`src/rtl/mem_arbiter_pkg.sv`:
```
// Shared types and constants for the two-requester memory-port arbiter.
package mem_arbiter_pkg;

    typedef enum logic [1:0] {
        IDLE,
        GRANT_CPU,
        GRANT_AUX,
        RELEASE
    } arb_state_t;

    typedef enum logic [1:0] {
        GRANT_NONE,
        GRANT_CPU_SRC,
        GRANT_AUX_SRC
    } grant_t;

    localparam logic [31:0] TIMEOUT_DATA = 32'hDEAD_BEEF;

endpackage

```
`src/rtl/mem_arbiter_timeout.sv`:
```
// Grant-state watchdog: counts cycles since the grant and flags expiry at TIMEOUT_CYCLES.
module arb_timeout_counter #(
    parameter int unsigned TIMEOUT_CYCLES = 255
) (
    input  logic clk,
    input  logic rst,
    input  logic i_clear,
    input  logic i_enable,
    output logic o_expired
);

    localparam int unsigned W = $clog2(TIMEOUT_CYCLES + 1);

    logic [W-1:0] r_count;

    assign o_expired = (r_count == W'(TIMEOUT_CYCLES));

    always_ff @(posedge clk or posedge rst) begin
        if (rst) begin
            r_count <= '0;
        end else if (i_clear) begin
            r_count <= '0;
        end else if (i_enable && !o_expired) begin
            r_count <= r_count + 1'b1;
        end
    end

endmodule

```
`src/rtl/mem_arbiter.sv`:
```
// CPU-priority arbiter for one wishbone-manager port, with an aux starvation cap and timeout.
module mem_arbiter
    import mem_arbiter_pkg::*;
#(
    parameter int unsigned MAX_CPU_STREAK = 4,
    parameter int unsigned TIMEOUT_CYCLES = 255
) (
    input  logic        clk,
    input  logic        rst,
    input  logic        cpu_read,
    input  logic        cpu_write,
    input  logic [31:0] cpu_address,
    input  logic [31:0] cpu_wdata,
    input  logic [3:0]  cpu_sel,
    output logic [31:0] cpu_rdata,
    output logic        cpu_ack,
    output logic        cpu_err,
    input  logic        aux_read,
    input  logic        aux_write,
    input  logic [31:0] aux_address,
    input  logic [31:0] aux_wdata,
    input  logic [3:0]  aux_sel,
    output logic [31:0] aux_rdata,
    output logic        aux_ack,
    output logic        aux_err,
    output logic        mem_read,
    output logic        mem_write,
    output logic [31:0] mem_address,
    output logic [31:0] mem_wdata,
    output logic [3:0]  mem_sel,
    input  logic [31:0] mem_rdata,
    input  logic        mem_ack
);

    localparam int unsigned SW = $clog2(MAX_CPU_STREAK + 1);

    arb_state_t  r_state, w_next;
    grant_t      w_grant;
    logic [SW-1:0] r_streak;
    logic        r_mem_read, r_mem_write;
    logic [31:0] r_mem_address, r_mem_wdata;
    logic [3:0]  r_mem_sel;
    logic        w_cpu_pend, w_aux_pend, w_in_grant, w_expired, w_done;

    assign w_cpu_pend = cpu_read | cpu_write;
    assign w_aux_pend = aux_read | aux_write;
    assign w_in_grant = (r_state == GRANT_CPU) || (r_state == GRANT_AUX);
    assign w_done     = w_in_grant && (mem_ack || w_expired);

    arb_timeout_counter #(.TIMEOUT_CYCLES(TIMEOUT_CYCLES)) u_timeout (
        .clk       (clk),
        .rst       (rst),
        .i_clear   (w_grant != GRANT_NONE),
        .i_enable  (w_in_grant),
        .o_expired (w_expired)
    );

    always_ff @(posedge clk or posedge rst) begin
        if (rst) r_state <= IDLE;
        else     r_state <= w_next;
    end

    always_comb begin
        w_next  = r_state;
        w_grant = GRANT_NONE;
        case (r_state)
            IDLE: begin
                if (w_aux_pend && (r_streak == SW'(MAX_CPU_STREAK))) begin
                    w_grant = GRANT_AUX_SRC;
                    w_next  = GRANT_AUX;
                end else if (w_cpu_pend) begin
                    w_grant = GRANT_CPU_SRC;
                    w_next  = GRANT_CPU;
                end else if (w_aux_pend) begin
                    w_grant = GRANT_AUX_SRC;
                    w_next  = GRANT_AUX;
                end
            end
            GRANT_CPU, GRANT_AUX: begin
                if (w_done) w_next = RELEASE;
            end
            RELEASE: w_next = IDLE;
            default: w_next = IDLE;
        endcase
    end

    // Write takes precedence when a requester asserts both read and write.
    always_ff @(posedge clk or posedge rst) begin
        if (rst) begin
            r_mem_read    <= 1'b0;
            r_mem_write   <= 1'b0;
            r_mem_address <= '0;
            r_mem_wdata   <= '0;
            r_mem_sel     <= '0;
        end else if (w_grant == GRANT_CPU_SRC) begin
            r_mem_read    <= cpu_read & ~cpu_write;
            r_mem_write   <= cpu_write;
            r_mem_address <= cpu_address;
            r_mem_wdata   <= cpu_wdata;
            r_mem_sel     <= cpu_sel;
        end else if (w_grant == GRANT_AUX_SRC) begin
            r_mem_read    <= aux_read & ~aux_write;
            r_mem_write   <= aux_write;
            r_mem_address <= aux_address;
            r_mem_wdata   <= aux_wdata;
            r_mem_sel     <= aux_sel;
        end else if (w_done) begin
            r_mem_read    <= 1'b0;
            r_mem_write   <= 1'b0;
            r_mem_address <= '0;
            r_mem_wdata   <= '0;
            r_mem_sel     <= '0;
        end
    end

    always_ff @(posedge clk or posedge rst) begin
        if (rst) begin
            r_streak <= '0;
        end else if (w_grant == GRANT_CPU_SRC) begin
            if (!w_aux_pend)                           r_streak <= '0;
            else if (r_streak != SW'(MAX_CPU_STREAK))  r_streak <= r_streak + 1'b1;
        end else if (w_grant == GRANT_AUX_SRC) begin
            r_streak <= '0;
        end
    end

    assign mem_read    = r_mem_read;
    assign mem_write   = r_mem_write;
    assign mem_address = r_mem_address;
    assign mem_wdata   = r_mem_wdata;
    assign mem_sel     = r_mem_sel;

    // mem_ack beats a coincident timeout: real data, no error.
    assign cpu_ack   = (r_state == GRANT_CPU) && w_done;
    assign aux_ack   = (r_state == GRANT_AUX) && w_done;
    assign cpu_err   = cpu_ack && !mem_ack;
    assign aux_err   = aux_ack && !mem_ack;
    assign cpu_rdata = !cpu_ack ? '0 : (mem_ack ? mem_rdata : TIMEOUT_DATA);
    assign aux_rdata = !aux_ack ? '0 : (mem_ack ? mem_rdata : TIMEOUT_DATA);

endmodule

```
`config.mk`:
```
export PLATFORM = sky130hd
export DESIGN_NAME = mem_arbiter
export DESIGN_NICKNAME = d
export VERILOG_FILES = /design/src/rtl/mem_arbiter_pkg.sv /design/src/rtl/mem_arbiter_timeout.sv /design/src/rtl/mem_arbiter.sv
export SDC_FILE = /design/constraint.sdc
export NUM_CORES = 1
export LEC_CHECK = 0
export CAP_MARGIN = 20
export CORE_UTILIZATION = 30
export CTS_BUF_LIST = sky130_fd_sc_hd__clkbuf_4 sky130_fd_sc_hd__clkbuf_8
export DETAILED_ROUTE_END_ITERATION = 10
export DONT_BUFFER_PORTS = 1
export SLEW_MARGIN = 5
export SYNTH_ARGS = -nofsm -noshare
export SYNTH_HDL_FRONTEND = slang
export SYNTH_SLANG_ARGS = --single-unit
```
`constraint.sdc`:
```
create_clock -name clk -period 8 [get_ports clk]
set_input_delay 1.2 -clock clk [delete_from_list [all_inputs] [get_ports clk]]
set_output_delay 1.2 -clock clk [all_outputs]
set_load 0.05 [all_outputs]
```
==> summary.txt <==
Floorplanning
  – Die area: 0.0151 mm²
  – Num rows: 43
  – Core area: 0.0140 mm²
  – DIE HEIGHT: 123 µm
  – Die W: 123 µm
  – Io pins: about 310
  – Starting Density: between 30% and 40%

Place
  – DPL Wire Length: between 8000 and 9000 µm
  – GP Congestion: about 0.75
  – Setup WS pre-CTS: 3.61 ns
  – Port bufs: 0

Clocking
  – Setup bufs post-CTS: 0
  – CTS tree: done
  – Cts repair resizes: 0
  – Total CTS buffers: 9
  – H-tree levels: 3
  – Hold_buf cts: 0
  – Clock Path Buffers: 2
  – CTS sink cnt: a little over 80
  – CTS Root Cell: clkbuf_8
  – Latest clock arrival within the worst-skew pair: around 0.36 ns
  – Worst-path clk slew: approximately 0.090 ns

Detailed routing
  – Initial drt markers: 140
  – DRT antenna net count: 0
  – Via density: 5.50
  – Residual DRC: 0
  – WL final: 11,600 µm
  – First-pass DRT Iterations: 4
  – Via count: 3,371
  – Routed wire per std cell: ~19 µm

STA
  – Layout Skew: roughly 0.015 ns
  – Slew Limit Headroom: 39.7%
  – Worst-margin pin slew: roughly 0.90 ns
  – Tcrit/Tclk final: approximately half
  – Fin. max-slew vios: 0
  – Fin. Hold Viols: 0
  – Final setup fails: 0
  – Setup TNS: 0 ns
  – Final worst setup slack: approximately 4 ns
  – Fmax: ~250 MHz
  – Fin crit period: 4.08 ns
  – Unrepaired setup endpoints after global routing: false

Global route
  – First-pass GRT wire length: 16,300 µm
  – Grt total ovfl: 0
  – Tot GR Track Use: 14.6%
  – Initial antenna violation count: 0
  – Vias in the first global route: 3,050
  – Largest net degree at the start of global routing: 84

Setup path
  – Worst R2R Path Depth: 11
  – Worst Path Arrival: 2.88 ns
  – CP max stage delay: between 0.8 and 0.9 ns
  – Critical path launch point type: flop
  – Worst setup path end: aux_rdata[6]
  – Setup slack, reg-to-reg: 4.98 ns
  – Crit-path max FO: 34
  – CP Class: reg -> out
  – Worst path cell trace: ha_1 > nand4_4 > o21bai_4 > nand3_2 > nor2_1
  – Slowest cell on crit path: nor2_1
  – Crit end category: output pin
  – CP Launch Point: u_timeout.r_count[0]
  – Reg-to-Reg End: mem_wdata[24]
  – Worst EP required: 6.80 ns
  – Reg2reg start: r_streak[0]

Synth
  – Flops & latches, synth: 83
  – Seq/Total Area, Yosys: 47.5%
  – Synth unique cells: 31
  – Post-synth EDFFs: 0
  – Synth warn: 0
  – Mapped Cells: 444
  – Syn_area_per_cell: between 9 and 10 µm²
  – Top-area cell type share of the netlist area: about 47%
  – Most numerous cell in the Yosys netlist: dfrtp_1
  – Async SR Flop Fraction: 100%
  – Synthesized cell area: 0.00437 mm²
  – Post-synth top cells: 83 x dfrtp_1, 78 x nor2_1, 67 x a21o_1, 67 x a22o_1, 25 x nor2b_1
  – Yosys top cell by area: dfrtp_1
  – Net count after synthesis: 629
  – Synth area leaders: dfrtp_1 47%, a22o_1 13%, a21o_1 12%, nor2_1 6.7%, nor2b_1 3.6%
  – Top_reg_cell synth: dfrtp_1

Power and ir drop
  – PwrDens: 475 mW/mm²
  – Peak supply drop: 0.000157 V
  – Leak: 2.65 nW

Final layout
  – Proportion of layout cells with a drive suffix above 1: 8.08%
  – Register area: 0.00208 mm²
  – Net count, final: just over 600
  – Multi-input logic area: 0.00212 mm²
  – Ant. Diodes: 0
  – P&R area growth vs syn: 9.44%
  – Fillers: between 1,000 and 1,500

Min path
  – Hold Path Stages: 2
  – HP Class: reg -> reg

Flow run
  – Max-cap viol count: 0

Run status
  – Status: complete, no violations
==> registers in the layout, indices dropped and copies added, names as in the netlist <==
| register | count |
|---|---|
| mem_wdata | 32 |
| mem_sel | 4 |
| mem_read | 1 |
| mem_write | 1 |
| u_timeout.r_count | 8 |
| r_streak | 3 |
| r_state | 2 |
| mem_address | 32 |
==> cell families after synthesis <==
kind of cell / synth area share [%]
buf+inv: 4.46
mux: 0.944
fa+ha+maj: 2.86
flops: 47.5
xor+xnor: 1.00
simple gates: 14.1
compound gates: 29.1
==> where the power goes <==
group          internal (W)  switching, W
Combinational      0.000268      0.000554
Sequential         0.000555      0.000542
Clock              0.000182      0.000172
Total               0.00101       0.00127
==> through the flow <==
stage	instances	util [%]	instance area [µm²]	hold WS [ns]	power, W
3_3_place_gp	595	32.1	4510	0.489	0.00190
3_5_place_dp	595	32.1	4510	0.507	0.00194
5_1_grt	613	34.1	4790	0.568	0.00240
2_1_floorplan	444	-	4370	0.474	0.00180
4_1_cts	611	33.7	4740	0.529	0.00230
6_report	613	34.1	4790	0.523	0.00227
==> final cells by class <==
class | instances | share of cell area (%)
Inverter | 15 | 1.20
Clock inverter | 7 | 2.22
Multi-Input combinational cell | 313 | 44.4
Tap cell | 180 | 4.71
Timing Repair Buffer | 6 | 1.52
Sequential cell | 83 | 43.4
Clock buffer | 9 | 2.59
==> placed cells by master, fill, tap and decap left out, types with 2 or more instances in the layout <==
cell,instances
buf_4,4
a221o_1,2
o21ai_0,7
xor2_1,5
nor2_1,78
a22o_1,67
nor2b_1,24
nand2_1,15
and3_1,3
inv_6,3
clkbuf_8,9
ha_1,9
dfrtp_1,83
bufinv_16,2
or3_1,2
inv_1,14
a21oi_1,6
nand3_1,4
a21o_1,67
or2_2,2
nand3b_1,2
mux2i_1,3
a31oi_1,2
o211ai_1,4
==> worst min-delay path by stage <==
stage | startpoint | end | slack [ns]
floorplan | r_streak[1] | r_streak[1] | 0.47
global placement | r_streak[1] | r_streak[1] | 0.49
detailed placement | r_streak[1] | r_streak[1] | 0.51
CTS | r_streak[1] | r_streak[1] | 0.53
global route | r_streak[1] | r_streak[1] | 0.57
finish | r_streak[1] | r_streak[1] | 0.52
==> routing by layer <==
metal / global-route usage [%] / vias up / part of all wire [%]
met5: 0 / - / 0
met4: 5.64 / 0 / 1.8
li1: - / 1533 / -
met1: 15.4 / 1630 / 38
met3: 2.97 / 12 / 5.9
met2: 27.9 / 196 / 54
==> worst max-delay path: cells and delay by family (launching register included) <==
kind            cells  cell delay (ns)
fa+ha+maj           1             0.28
flops               1             0.39
compound gates      1             0.26
simple gates        3             1.58
Power figures use the tool's default switching activity.
